## src/rtl/gci_std_display_bus_queue.sv

```systemverilog
// Command/response buffer between the GCI bus master and the display device port.
// Commands queue in order; write acks are dropped, read data is returned through a credit-managed buffer.
module gci_std_display_bus_queue #(
    parameter int CMD_DEPTH   = 8,
    parameter int CMD_DEPTH_N = 3,
    parameter int RD_DEPTH    = 4,
    parameter int RD_DEPTH_N  = 2
) (
    input  logic        iCLOCK,
    input  logic        inRESET,
    input  logic        iIF_REQ,
    output logic        oIF_BUSY,
    input  logic        iIF_RW,
    input  logic [31:0] iIF_ADDR,
    input  logic [31:0] iIF_DATA,
    output logic        oIF_REQ,
    input  logic        iIF_BUSY,
    output logic [31:0] oIF_DATA,
    output logic        oDEV_REQ,
    input  logic        iDEV_BUSY,
    output logic        oDEV_RW,
    output logic [31:0] oDEV_ADDR,
    output logic [31:0] oDEV_DATA,
    input  logic        iDEV_REQ,
    input  logic [31:0] iDEV_DATA,
    output logic        oIDLE,
    output logic        oERR_UNEXP
);

    logic              cmd_rw_mem   [CMD_DEPTH];
    logic [31:0]       cmd_addr_mem [CMD_DEPTH];
    logic [31:0]       cmd_data_mem [CMD_DEPTH];
    logic              tag_mem      [CMD_DEPTH];
    logic [31:0]       rd_mem       [RD_DEPTH];

    logic [CMD_DEPTH_N-1:0] cmd_wr_ptr_reg, cmd_rd_ptr_reg;
    logic [CMD_DEPTH_N:0]   cmd_count_reg;
    logic [CMD_DEPTH_N-1:0] tag_wr_ptr_reg, tag_rd_ptr_reg;
    logic [CMD_DEPTH_N:0]   tag_count_reg;
    logic [CMD_DEPTH_N:0]   rd_inflight_reg;
    logic [RD_DEPTH_N-1:0]  rd_wr_ptr_reg, rd_rd_ptr_reg;
    logic [RD_DEPTH_N:0]    rd_count_reg;
    logic                   err_reg;

    logic                   cmd_empty, cmd_push, head_rw;
    logic                   tag_ok, rd_ok, dev_accept;
    logic                   tag_valid, tag_pop, rd_push, rd_pop;
    logic [CMD_DEPTH_N+1:0] credit_sum;

    assign cmd_empty = (cmd_count_reg == '0);
    assign oIF_BUSY  = (cmd_count_reg == (CMD_DEPTH_N+1)'(CMD_DEPTH));
    assign cmd_push  = iIF_REQ && !oIF_BUSY;

    // Show-ahead head; forced to zero so stale storage never leaks out when empty.
    assign head_rw   = cmd_empty ? 1'b0  : cmd_rw_mem[cmd_rd_ptr_reg];
    assign oDEV_RW   = head_rw;
    assign oDEV_ADDR = cmd_empty ? 32'd0 : cmd_addr_mem[cmd_rd_ptr_reg];
    assign oDEV_DATA = cmd_empty ? 32'd0 : cmd_data_mem[cmd_rd_ptr_reg];

    // A read may only issue if its data is guaranteed a slot in the read buffer.
    assign credit_sum = (CMD_DEPTH_N+2)'(rd_inflight_reg) + (CMD_DEPTH_N+2)'(rd_count_reg);
    assign tag_ok     = (tag_count_reg < (CMD_DEPTH_N+1)'(CMD_DEPTH));
    assign rd_ok      = head_rw || (credit_sum < (CMD_DEPTH_N+2)'(RD_DEPTH));
    assign oDEV_REQ   = !cmd_empty && tag_ok && rd_ok;
    assign dev_accept = oDEV_REQ && !iDEV_BUSY;

    assign tag_valid = (tag_count_reg != '0);
    assign tag_pop   = iDEV_REQ && tag_valid;
    assign rd_push   = tag_pop && !tag_mem[tag_rd_ptr_reg];

    assign oIF_REQ  = (rd_count_reg != '0);
    assign oIF_DATA = oIF_REQ ? rd_mem[rd_rd_ptr_reg] : 32'd0;
    assign rd_pop   = oIF_REQ && !iIF_BUSY;

    assign oIDLE      = cmd_empty && !tag_valid && !oIF_REQ;
    assign oERR_UNEXP = err_reg;

    always_ff @(posedge iCLOCK) begin
        if (cmd_push) begin
            cmd_rw_mem[cmd_wr_ptr_reg]   <= iIF_RW;
            cmd_addr_mem[cmd_wr_ptr_reg] <= iIF_ADDR;
            cmd_data_mem[cmd_wr_ptr_reg] <= iIF_DATA;
        end
        if (dev_accept) begin
            tag_mem[tag_wr_ptr_reg] <= head_rw;
        end
        if (rd_push) begin
            rd_mem[rd_wr_ptr_reg] <= iDEV_DATA;
        end
    end

    always_ff @(posedge iCLOCK or negedge inRESET) begin
        if (!inRESET) begin
            cmd_wr_ptr_reg  <= '0;
            cmd_rd_ptr_reg  <= '0;
            cmd_count_reg   <= '0;
            tag_wr_ptr_reg  <= '0;
            tag_rd_ptr_reg  <= '0;
            tag_count_reg   <= '0;
            rd_inflight_reg <= '0;
            rd_wr_ptr_reg   <= '0;
            rd_rd_ptr_reg   <= '0;
            rd_count_reg    <= '0;
            err_reg         <= 1'b0;
        end else begin
            if (cmd_push)   cmd_wr_ptr_reg <= cmd_wr_ptr_reg + 1'b1;
            if (dev_accept) cmd_rd_ptr_reg <= cmd_rd_ptr_reg + 1'b1;
            case ({cmd_push, dev_accept})
                2'b10:   cmd_count_reg <= cmd_count_reg + 1'b1;
                2'b01:   cmd_count_reg <= cmd_count_reg - 1'b1;
                default: cmd_count_reg <= cmd_count_reg;
            endcase

            if (dev_accept) tag_wr_ptr_reg <= tag_wr_ptr_reg + 1'b1;
            if (tag_pop)    tag_rd_ptr_reg <= tag_rd_ptr_reg + 1'b1;
            case ({dev_accept, tag_pop})
                2'b10:   tag_count_reg <= tag_count_reg + 1'b1;
                2'b01:   tag_count_reg <= tag_count_reg - 1'b1;
                default: tag_count_reg <= tag_count_reg;
            endcase

            case ({dev_accept && !head_rw, rd_push})
                2'b10:   rd_inflight_reg <= rd_inflight_reg + 1'b1;
                2'b01:   rd_inflight_reg <= rd_inflight_reg - 1'b1;
                default: rd_inflight_reg <= rd_inflight_reg;
            endcase

            if (rd_push) rd_wr_ptr_reg <= rd_wr_ptr_reg + 1'b1;
            if (rd_pop)  rd_rd_ptr_reg <= rd_rd_ptr_reg + 1'b1;
            case ({rd_push, rd_pop})
                2'b10:   rd_count_reg <= rd_count_reg + 1'b1;
                2'b01:   rd_count_reg <= rd_count_reg - 1'b1;
                default: rd_count_reg <= rd_count_reg;
            endcase

            if (iDEV_REQ && !tag_valid) err_reg <= 1'b1;
        end
    end

endmodule

```

## config.mk

```make
export PLATFORM = sky130hd
export DESIGN_NAME = gci_std_display_bus_queue
export DESIGN_NICKNAME = d
export VERILOG_FILES = /design/src/rtl/gci_std_display_bus_queue.sv
export SDC_FILE = /design/constraint.sdc
export NUM_CORES = 1
export LEC_CHECK = 0
export ABC_AREA = 1
export BUFFER_PORTS_ARGS = -buffer_cell sky130_fd_sc_hd__buf_2
export CAP_MARGIN = 40
export CORE_MARGIN = 4
export CORE_UTILIZATION = 25
export DETAILED_ROUTE_END_ITERATION = 6
export GPL_ROUTABILITY_DRIVEN = 0
export GPL_TIMING_DRIVEN = 0
export RECOVER_POWER = 25
export SETUP_SLACK_MARGIN = 0.5
export SYNTH_ARGS = -nofsm -noshare
export SYNTH_HDL_FRONTEND = slang
export SYNTH_SLANG_ARGS = --single-unit
```

## constraint.sdc

```tcl
create_clock -name iCLOCK -period 5.3 [get_ports iCLOCK]
set_clock_uncertainty 0.2 [all_clocks]
set_input_delay 1.06 -clock iCLOCK [delete_from_list [all_inputs] [get_ports iCLOCK]]
set_output_delay 1.06 -clock iCLOCK [all_outputs]
set_load 0.03 [all_outputs]
```

==> summary.md <==
| Metric | Value |
|---|---|
| Status | complete, no violations |
| Fin. max-slew vios | 0 |
| Starting DRT DRC Count | 1561 |
| Fin nets | 2547 |
| WL/cell | 19.95 um |
| Worst rel slew slack | 42.77% |
| Worst r2r src | cmd_rd_ptr_reg[2] |
| Top Registers | cmd_addr_mem x256, cmd_data_mem x256, rd_mem x128 |
| Detailed Place HPWL | 51.85 mm |
| Synthesized area | 27290 sq um |
| Wl on met1 | 32.61 mm |
| Crit Path Category | reg -> out |
| Commonest cells after routing, fill and taps aside | edfxtp_1 (656), nor2_1 (517), o21ai_0 (334) |
| Post-CTS Resized | 0 |
| Clock tree root buffer cell | clkbuf_16 |
| Syn_nets | 2242 |
| Site Rows | 120 |
| Crit Path Max Fanout | 10 |
| Inserted Clock Buffers | 71 |
| Syn Area/Cell | 12.90 sq um |
| YS warnings | 0 |
| Post-CTS Hold Fix Bufs | 0 |
| Max-cap violations | 0 |
| Power, Total | 20.93 mW |
| Commonest non-fill, non-tap cell in the layout | edfxtp_1 |
| Final worst-path cycle share | 86.03% |
| Core footprint | 107700 sq um |
| Gr usage total | 13.14% |
| Area occupied by multi-input gates | 6098 sq um |
| Cells after Synth | 2115 |
| Setup bufs post-CTS | 0 |
| Endpoints failing setup | 0 |
| Pwr/cell area | 631.6 nW/um^2 |
| Worst hold path type | reg -> reg |
| Unique cell type count in the Yosys netlist | 34 |
| Number of global-route vias before repair | 17260 |
| Layout Cells excl Fill | 3894 |
| Clock latency on the worst-skew pair | 0.62 ns |
| Worst EP required | 4.04 ns |
| Sink of the worst hold path | rd_inflight_reg[3] |
| I/O Buffers | 204 |
| Initial core utilization | 25.35% |
| Layout cell share with drive strength beyond 1 | 14.01% |
| Seq/Total Area, Yosys | 75.12% |
| Drt total wl | 77.69 mm |
| Via count | 17890 |
| Clock Tree Buf Depth | 3 |
| Die ar. | 114500 sq um |
| LEAKAGE | 11.14 nW |
| Worst Setup Start Kind | flip-flop |
| R2R cell count | 14 |
| Worst Hold Depth | 1 |
| Final core utilization | 30.79% |
| Most used flip-flop cell after synthesis | edfxtp_1 |
| Met3 wire length | 7.186 mm |
| Largest net degree at the start of global routing | 33 |
| Overall die height | 338.4 um |
| Fin. Hold Viols | 0 |
| Share of flip-flops with an asynchronous set or reset | 4.651% |
| Max VDD drop | 0.0003855 V |
| First-pass GRT wire length | 114.0 mm |
| DRC viols | 0 |
| Crit. End Element | primary output |
| DRT Pass-1 Iters | 5 |
| H-tree Lvls | 3 |
| Tmin final | 4.560 ns |
| Detail Route Antenna Nets | 0 |
| Dpl cells | 3750 |
| Top layer in use | met5 |
| Worst-path clk slew | 0.06 ns |
| Area Overhead vs Synth | 21.47% |
| RSZ-0062 raised after global routing | no |
| Worst hold start | rd_inflight_reg[3] |
| IO Pins | 205 |
| Crit Reg-Reg Endpoint | tag_count_reg[3] |
| Fin Hold WS | 0.2740 ns |
| Post-Place Cell Area | 30770 sq um |
| Final Cell Area | 33150 sq um |
| DIE WIDTH | 338.4 um |
| Initial antenna violation count | 26 |
| Maximum clock frequency | 219.3 MHz |
| Fillers | 10690 |
| CP arrival | 3.30 ns |
| CTS Sinks | 688 |
| Worst slack, placed | 1.466 ns |
| Worst slew pin tran | 0.8564 ns |
| R2r setup slk | 1.92 ns |
| Global route total overflow | 0 |
| #FFs+latches synth | 688 |
| FF/Latch Area | 20500 sq um |
| Final WS setup | 0.7402 ns |
| Post-synth EDFFs | 656 |
| Final TNS setup | 0 ns |
| CTS tree | built |
| Metal2 WL | 36.19 mm |
| DR vias/cell | 4.594 |
==> final cells by class <==
class | instances | area share [%]
Sequential cell | 688 | 61.85
Clock inverter | 43 | 1.702
Tap cell | 1403 | 5.296
Multi-Input combinational cell | 1245 | 18.40
Antenna cell | 14 | 0.1057
Buffer | 131 | 1.767
Inverter | 51 | 0.5851
Clock buffer | 87 | 5.636
Timing Repair Buffer | 232 | 4.662
==> how the worst max path moves through the flow <==
| stage | from | slack [ns] | end | depth (start not counted) |
|---|---|---|---|---|
| 4_1_cts | cmd_rd_ptr_reg[2] | 0.74 | oDEV_ADDR[16] | 6 |
| 3_3_place_gp | iIF_REQ | -2.56 | cmd_addr_mem[0][26] | 4 |
| 3_5_place_dp | cmd_rd_ptr_reg[1] | 1.47 | oDEV_ADDR[6] | 8 |
| 6_report | cmd_rd_ptr_reg[1] | 0.74 | oDEV_ADDR[6] | 8 |
| 2_1_floorplan | iIF_REQ | 0.42 | cmd_addr_mem[0][0] | 3 |
| 5_1_grt | cmd_rd_ptr_reg[2] | 0.58 | oDEV_ADDR[16] | 6 |
==> cell usage after synthesis (20+ instances only) <==
cell | n | area, sq um
a21oi_1 | 39 | 195.2
buf_2 | 35 | 175.2
clkbuf_1 | 79 | 296.5
dfrtp_1 | 32 | 800.8
edfxtp_1 | 656 | 19700
ha_1 | 20 | 250.2
inv_1 | 46 | 172.7
nand2_1 | 58 | 217.7
nand3_1 | 22 | 110.1
nor2_1 | 529 | 1986
o21ai_0 | 334 | 1672
o21ai_1 | 64 | 320.3
o22ai_1 | 128 | 800.8
==> report_power, final <==
| group | switching (mW) | internal (mW) |
|---|---|---|
| sequential | 0.269 | 6.92 |
| combinational | 6.24 | 2.28 |
| clock | 2.15 | 3.08 |
| total | 8.66 | 12.3 |
==> worst max-delay path: stages (launching register included) <==
cell	delay, ns
dfrtp_1	0.52
inv_2	0.13
buf_2	0.33
clkbuf_1	0.55
o21ai_0	0.19
o22ai_1	0.15
o21ai_1	0.09
nor2_1	0.42
buf_2	0.29
==> cell families after synthesis <==
logic type                 Yosys count  synth area share [%]
and+or+nand+nor                    635                 9.198
DFF                                688                 75.12
xor gates and xnor gates            19                0.6098
AOI/OAI and AO/OA                  567                 11.00
buffers and inverters              182                 2.857
adders and majority gates           24                 1.211
==> metal layers <==
| layer | track usage [%] | vias to the layer above |
|---|---|---|
| met5 | 0 | - |
| met4 | 3.419 | 12 |
| met3 | 3.707 | 125 |
| met2 | 21.10 | 715 |
| met1 | 17.52 | 8714 |
| li1 | - | 8324 |
No activity file was read; power rests on OpenSTA's default activity.
